--- config.mk ---
export PLATFORM = sky130hd
export DESIGN_NAME = csc_pipeline
export DESIGN_NICKNAME = d
export VERILOG_FILES = /design/src/rtl/csc_pkg.sv /design/src/rtl/csc_lane.sv /design/src/rtl/csc_pipeline.sv
export SDC_FILE = /design/constraint.sdc
export NUM_CORES = 2
export LEC_CHECK = 0
export CAP_MARGIN = 5
export CORE_ASPECT_RATIO = 0.5
export CORE_UTILIZATION = 55
export DETAILED_ROUTE_END_ITERATION = 10
export DONT_BUFFER_PORTS = 1
export GPL_TIMING_DRIVEN = 1
export PLACE_DENSITY = 0.7
export SLEW_MARGIN = 10
export SYNTH_ARGS = -nofsm -noshare
export SYNTH_HDL_FRONTEND = slang
export SYNTH_SLANG_ARGS = --single-unit
export TNS_END_PERCENT = 50
--- constraint.sdc ---
create_clock -name clk -period 42.7 [get_ports clk]
set_clock_uncertainty 0.1 [all_clocks]
set_input_delay 2.135 -clock clk [delete_from_list [all_inputs] [get_ports clk]]
set_output_delay 2.135 -clock clk [all_outputs]
set_load 0.005 [all_outputs]
--- src/rtl/csc_pkg.sv ---
// Shared definitions for the colour-space converter: mode encodings, pipeline
// latency, BT.601/BT.709 full-range coefficients (Q2.16) and output saturation.
package csc_pkg;

    typedef enum logic [1:0] {
        MODE_BYPASS = 2'd0,
        MODE_601    = 2'd1,
        MODE_709    = 2'd2,
        MODE_GRAY   = 2'd3
    } mode_e;

    localparam int unsigned LATENCY    = 5;
    localparam int unsigned COEF_W_DEF = 18;
    localparam int unsigned OUT_W_MAX  = 12;

    typedef logic signed [COEF_W_DEF-1:0] coef_t;

    // Rows Y/Cb/Cr, columns R/G/B
    localparam coef_t COEF_601 [3][3] = '{
        '{ 18'sd19595,  18'sd38470,  18'sd7471 },
        '{-18'sd11058, -18'sd21710,  18'sd32768},
        '{ 18'sd32768, -18'sd27439, -18'sd5329 }
    };

    localparam coef_t COEF_709 [3][3] = '{
        '{ 18'sd13933,  18'sd46871,  18'sd4732 },
        '{-18'sd7509,  -18'sd25259,  18'sd32768},
        '{ 18'sd32768, -18'sd29763, -18'sd3005 }
    };

    // Saturate an already-shifted signed result to [0, 2^data_w-1]
    function automatic logic [OUT_W_MAX-1:0] clamp_u(input logic signed [31:0] acc,
                                                     input int unsigned data_w);
        logic signed [31:0] max_v;
        max_v = (32'sd1 <<< data_w) - 32'sd1;
        if (acc < 32'sd0)
            return '0;
        else if (acc > max_v)
            return OUT_W_MAX'(max_v);
        else
            return OUT_W_MAX'(acc);
    endfunction

endpackage

--- src/rtl/csc_lane.sv ---
// One-pixel colour-space conversion lane: five registered stages, with the mode
// carried alongside the data so a mode change never splits a pixel.
module csc_lane
    import csc_pkg::*;
#(
    parameter int unsigned DATA_W    = 8,
    parameter int unsigned COEF_W    = 18,
    parameter int unsigned COEF_FRAC = 16,
    parameter logic [1:0]  MODE_RST  = MODE_601
) (
    input  logic                  clk,
    input  logic                  rst,
    input  logic [1:0]            mode,
    input  logic [3*DATA_W-1:0]   pixel_in,
    output logic [3*DATA_W-1:0]   pixel_out
);

    localparam int unsigned PIX_W = 3 * DATA_W;
    localparam int unsigned XW    = DATA_W + 1;
    localparam int unsigned PW    = XW + COEF_W;
    localparam int unsigned ACC_W = DATA_W + COEF_W + 3;

    localparam logic signed [ACC_W-1:0] OFF_C = ACC_W'(64'sd1 <<< (DATA_W - 1 + COEF_FRAC));
    localparam logic signed [ACC_W-1:0] RND_C = ACC_W'(64'sd1 <<< (COEF_FRAC - 1));

    logic [PIX_W-1:0] pix1, pix2, pix3, pix4;
    logic [1:0]       mode1, mode2, mode3, mode4;

    logic signed [XW-1:0]     x    [3];
    logic signed [COEF_W-1:0] coef [3][3];
    logic signed [PW-1:0]     prod [3][3];
    logic signed [ACC_W-1:0]  part_a [3];
    logic signed [ACC_W-1:0]  part_b [3];
    logic signed [ACC_W-1:0]  acc    [3];
    logic signed [ACC_W-1:0]  shifted [3];
    logic [DATA_W-1:0]        res    [3];

    // Zero-extended components and the coefficient set for the S1 pixel's mode
    always_comb begin
        for (int c = 0; c < 3; c++) begin
            x[c] = signed'({1'b0, pix1[(3-c)*DATA_W-1 -: DATA_W]});
        end
        for (int r = 0; r < 3; r++) begin
            for (int c = 0; c < 3; c++) begin
                coef[r][c] = (mode1 == MODE_709) ? COEF_W'(COEF_709[r][c])
                                                 : COEF_W'(COEF_601[r][c]);
            end
        end
    end

    // S5 arithmetic: drop the fraction, then saturate
    always_comb begin
        for (int r = 0; r < 3; r++) begin
            shifted[r] = acc[r] >>> COEF_FRAC;
            res[r]     = DATA_W'(clamp_u(32'(shifted[r]), DATA_W));
        end
    end

    always_ff @(posedge clk or posedge rst) begin
        if (rst) begin
            pix1  <= '0;
            pix2  <= '0;
            pix3  <= '0;
            pix4  <= '0;
            mode1 <= MODE_RST;
            mode2 <= MODE_RST;
            mode3 <= MODE_RST;
            mode4 <= MODE_RST;
            for (int r = 0; r < 3; r++) begin
                part_a[r] <= '0;
                part_b[r] <= '0;
                acc[r]    <= '0;
                for (int c = 0; c < 3; c++) begin
                    prod[r][c] <= '0;
                end
            end
            pixel_out <= '0;
        end else begin
            // S1
            pix1  <= pixel_in;
            mode1 <= mode;
            // S2
            pix2  <= pix1;
            mode2 <= mode1;
            for (int r = 0; r < 3; r++) begin
                for (int c = 0; c < 3; c++) begin
                    prod[r][c] <= PW'(x[c]) * PW'(coef[r][c]);
                end
            end
            // S3
            pix3  <= pix2;
            mode3 <= mode2;
            for (int r = 0; r < 3; r++) begin
                part_a[r] <= ACC_W'(prod[r][0]) + ACC_W'(prod[r][1]);
                part_b[r] <= ACC_W'(prod[r][2]);
            end
            // S4: chroma rows are centred at mid-scale
            pix4  <= pix3;
            mode4 <= mode3;
            for (int r = 0; r < 3; r++) begin
                acc[r] <= part_a[r] + part_b[r] + ((r == 0) ? '0 : OFF_C) + RND_C;
            end
            // S5
            case (mode4)
                MODE_BYPASS: pixel_out <= pix4;
                MODE_GRAY:   pixel_out <= {res[0], res[0], res[0]};
                default:     pixel_out <= {res[0], res[1], res[2]};
            endcase
        end
    end

endmodule

--- src/rtl/csc_pipeline.sv ---
// Multi-lane colour-space converter top: frame-boundary mode latch, sync delay
// line matched to the lane latency, and PPC conversion lanes.
module csc_pipeline
    import csc_pkg::*;
#(
    parameter int unsigned DATA_W    = 8,
    parameter int unsigned PPC       = 1,
    parameter int unsigned COEF_W    = 18,
    parameter int unsigned COEF_FRAC = 16,
    parameter logic [1:0]  MODE_RST  = MODE_601
) (
    input  logic                      clk,
    input  logic                      rst,
    input  logic [1:0]                mode_in,
    input  logic                      de_in,
    input  logic                      hsync_in,
    input  logic                      vsync_in,
    input  logic [3*DATA_W*PPC-1:0]   pixel_in,
    output logic                      de_out,
    output logic                      hsync_out,
    output logic                      vsync_out,
    output logic [3*DATA_W*PPC-1:0]   pixel_out,
    output logic [1:0]                mode_active
);

    localparam int unsigned PIX_W = 3 * DATA_W;

    logic               vsync_d;
    logic [1:0]         mode_cur;
    logic [LATENCY-1:0] de_d, hs_d, vs_d;
    logic               vsync_rise_c;

    assign vsync_rise_c = vsync_in & ~vsync_d;

    // Mode changes only on a vsync rising edge; the edge-cycle pixel keeps the old mode
    always_ff @(posedge clk or posedge rst) begin
        if (rst) begin
            vsync_d  <= 1'b0;
            mode_cur <= MODE_RST;
            de_d     <= '0;
            hs_d     <= '0;
            vs_d     <= '0;
        end else begin
            vsync_d <= vsync_in;
            if (vsync_rise_c) begin
                mode_cur <= mode_in;
            end
            de_d <= {de_d[LATENCY-2:0], de_in};
            hs_d <= {hs_d[LATENCY-2:0], hsync_in};
            vs_d <= {vs_d[LATENCY-2:0], vsync_in};
        end
    end

    assign de_out      = de_d[LATENCY-1];
    assign hsync_out   = hs_d[LATENCY-1];
    assign vsync_out   = vs_d[LATENCY-1];
    assign mode_active = mode_cur;

    for (genvar k = 0; k < PPC; k++) begin : g_lane
        csc_lane #(
            .DATA_W    (DATA_W),
            .COEF_W    (COEF_W),
            .COEF_FRAC (COEF_FRAC),
            .MODE_RST  (MODE_RST)
        ) u_lane (
            .clk       (clk),
            .rst       (rst),
            .mode      (mode_cur),
            .pixel_in  (pixel_in[k*PIX_W +: PIX_W]),
            .pixel_out (pixel_out[k*PIX_W +: PIX_W])
        );
    end

endmodule
==> results.ini <==
[outcome]
status=completed

[sta]
fmax_mhz=155
max_slew_margin_pct=34.3
min_period_ps=6460
hold_ws_ps=244
worst_slew_pin_slew_ps=985
drv_slew=0
setup_violations=0
hold_violations=0
fin_crit_sh_pct=15.1
grt_setup_unrepaired=no
tns_ps=0

[grt]
antenna_found_initial=4
grt_start_max_net_pins=122
grt_usage_pct=25.6
grt_remaining_overflow=0
grt_pass1_wl_um=139000
grtUsageMet2_pct=39.8
grt_pass1_vias=25800
grtUsageMet3_pct=2.82
top_usage_layer=met2
met1_usage_pct=37.8

[drt]
drt_first_iter_violations=1656
first_pass_iters=6
vias=24300
antenna_left=0
drc=0
viasPerCell=5.29
totalWireLength_um=84800
wl_per_cell_um=18.4

[synthesis]
synthSimpleGateAreaFrac_pct=6.51
synth-xor-area-share_pct=4.86
synth_cell_type_count=75
yosysWarnings=0
synth_edf_count=0
synth_compound_area_share_pct=9.19
ys_ff_latch=472
yosys-top-cells-count=inv_1, ha_1, dfrtp_1, fa_1, a21oi_1
yosysMostFrequentCell=inv_1
syn_inst=3595
syn_area_um2=37900
synth_top_family_by_area=adder cells
postSynthAreaPerCell_um2=10.5
synth_ff_type=dfrtp_1
async_reset_ff_share_pct=100
ys_seq_area_share_pct=31.2
synth_top_cell_by_area=dfrtp_1
synth_top_area_share_pct=30.8
ys_top_cells_by_area=dfrtp_1, fa_1, ha_1
synth.mux.area_fraction_pct=0.0859
synthAdderAreaFrac_pct=39.3

[clock_tree]
clockRootBuffer=clkbuf_16
post_cts_buffers=0
cts_buffers=45
clockBufferDepth=3
cts_resized=0
cts_tree=yes
insertion_delay_ps=590
cts_num_sinks=472
clk_pin_slew_ps=70
htree_num_levels=2
cts_hold_buf=0

[run]
maxCapViolCount=0

[critical_path]
crit_arrival_ps=6860
start_kind=flop
path_max_fanout=23
ff2ff_setup_slack_ps=36240
required_ps=43110
worstSetupEndpointType=flop
crit_type=reg2reg

[floorplanning]
die_w_um=373
core-area_um2=67600
rows=67
die_h_um=188
io_pins=60
die_area_um2=70000
initial_core_util_pct=56.1

[place]
portBuffers=0
place.gp.congestion=0.975
dpl.hpwl_um=70000

[layout]
post-route-util_pct=60.2
final_nets=4645
syn2layout_area_growth_pct=7.36
layout-drive-gt1-share_pct=3.46

[min_path]
hp-class=reg2reg

placed cells by master, fill, tap and decap left out, types with 7 or more instances in the layout:
master and count:
a21oi_1 163, o31ai_1 8, buf_4 15, nand2_1 139, clkbuf_16 45, xor2_1 61
o21a_1 33, a31oi_1 15, ha_1 552, conb_1 51, xnor2_1 149, or3_1 10
or2_2 18, and3_1 28, nand3_1 45, clkbuf_8 7, nand4_1 11, dfrtp_1 467
fa_1 398, a211oi_1 20, nor2b_1 23, o21bai_1 34, a21o_1 80, inv_1 852
and2_1 20, nor2_1 152, nand2b_1 26, nor3_1 38, o211ai_1 9, clkbuf_1 8
o21ai_0 102
flip-flops by register name, summed over array words and instances (netlist names):
| name | flops |
|---|---|
| g_lane.u_lane.mode3 | 2 |
| de_d | 5 |
| hs_d | 5 |
| vs_d | 5 |
| g_lane.u_lane.prod | 177 |
| g_lane.u_lane.pix4 | 24 |
| g_lane.u_lane.pix3 | 24 |
| g_lane.u_lane.pix2 | 23 |
| g_lane.u_lane.pixel_out | 24 |
| g_lane.u_lane.mode4 | 2 |
| g_lane.u_lane.part_b | 49 |
| g_lane.u_lane.mode1 | 2 |
| g_lane.u_lane.part_a | 65 |
| mode_active | 2 |
| g_lane.u_lane.acc | 37 |
| g_lane.u_lane.mode2 | 2 |
| g_lane.u_lane.pix1 | 24 |
worst max-delay path, cell delays in order, from the launching register on:
cell and delay [ps]:
dfrtp_1 370, nor2b_4 520, buf_4 390, nand2_1 260, nor2_1 590, xor2_1 200, ha_1 360, fa_1 480
inv_1 50, fa_1 470, inv_1 40, ha_1 320, a21o_1 190, o21bai_1 160, a21oi_1 230, o21ai_1 190
a22oi_1 330, nor3_1 120, a2111oi_2 540, a21oi_1 200, a32oi_1 230
layout make-up:
class	count	area, µm²
fillers	5673	26900
multi-input cells	2276	22900
flip-flops and latches	472	11800
inverters	854	3210
clock buffers	60	1250
well taps	897	1120
clock inverters	22	254
repair buffers	15	113
diodes	2	5.00
metal layers:
metal / part of all wire, % / up-vias / routed length (µm)
met5: 0.013 / - / 11
met4: 3.0 / 2 / 2570
met3: 4.6 / 138 / 3880
met2: 44 / 559 / 37700
met1: 48 / 12100 / 40600
li1: - / 11500 / -
path summary, 6_finish.rpt:
check | startpoint | end | depth (start not counted)
max in group asynchronous | rst | g_lane[0].u_lane.part_b[26] | 4
worst max register to register | g_lane[0].u_lane.mode1[1] | g_lane[0].u_lane.prod[161] | 20
min in group asynchronous | rst | g_lane[0].u_lane.part_a[78] | 1
worst max-delay path | g_lane[0].u_lane.mode1[1] | g_lane[0].u_lane.prod[161] | 20
worst min-delay path | g_lane[0].u_lane.prod[13] | g_lane[0].u_lane.part_b[13] | 0
worst min register to register | g_lane[0].u_lane.prod[13] | g_lane[0].u_lane.part_b[13] | 0
logic make-up (layout without fill, tap and decap cells):
kind of cell	after synthesis	count (layout)
AO/OA/AOI/OAI	538	538
AND/OR/NAND/NOR	524	524
multiplexers	3	3
other	2	53
buffers and inverters	896	951
flip-flops	472	472
XOR/XNOR	210	210
adder cells (fa/ha/maj)	950	950
per-stage QoR:
step	worst slack, ps	cell area, µm²	std cells
finish	36240	40700	4598
global placement	36490	39200	4514
detailed placement	36340	39200	4514
CTS	36310	40700	4596
floorplan	27310	38100	3644
global route	35800	40700	4596
Power is not shown: default switching activity piles up to over one toggle a cycle in this logic, so the estimate is an artifact.
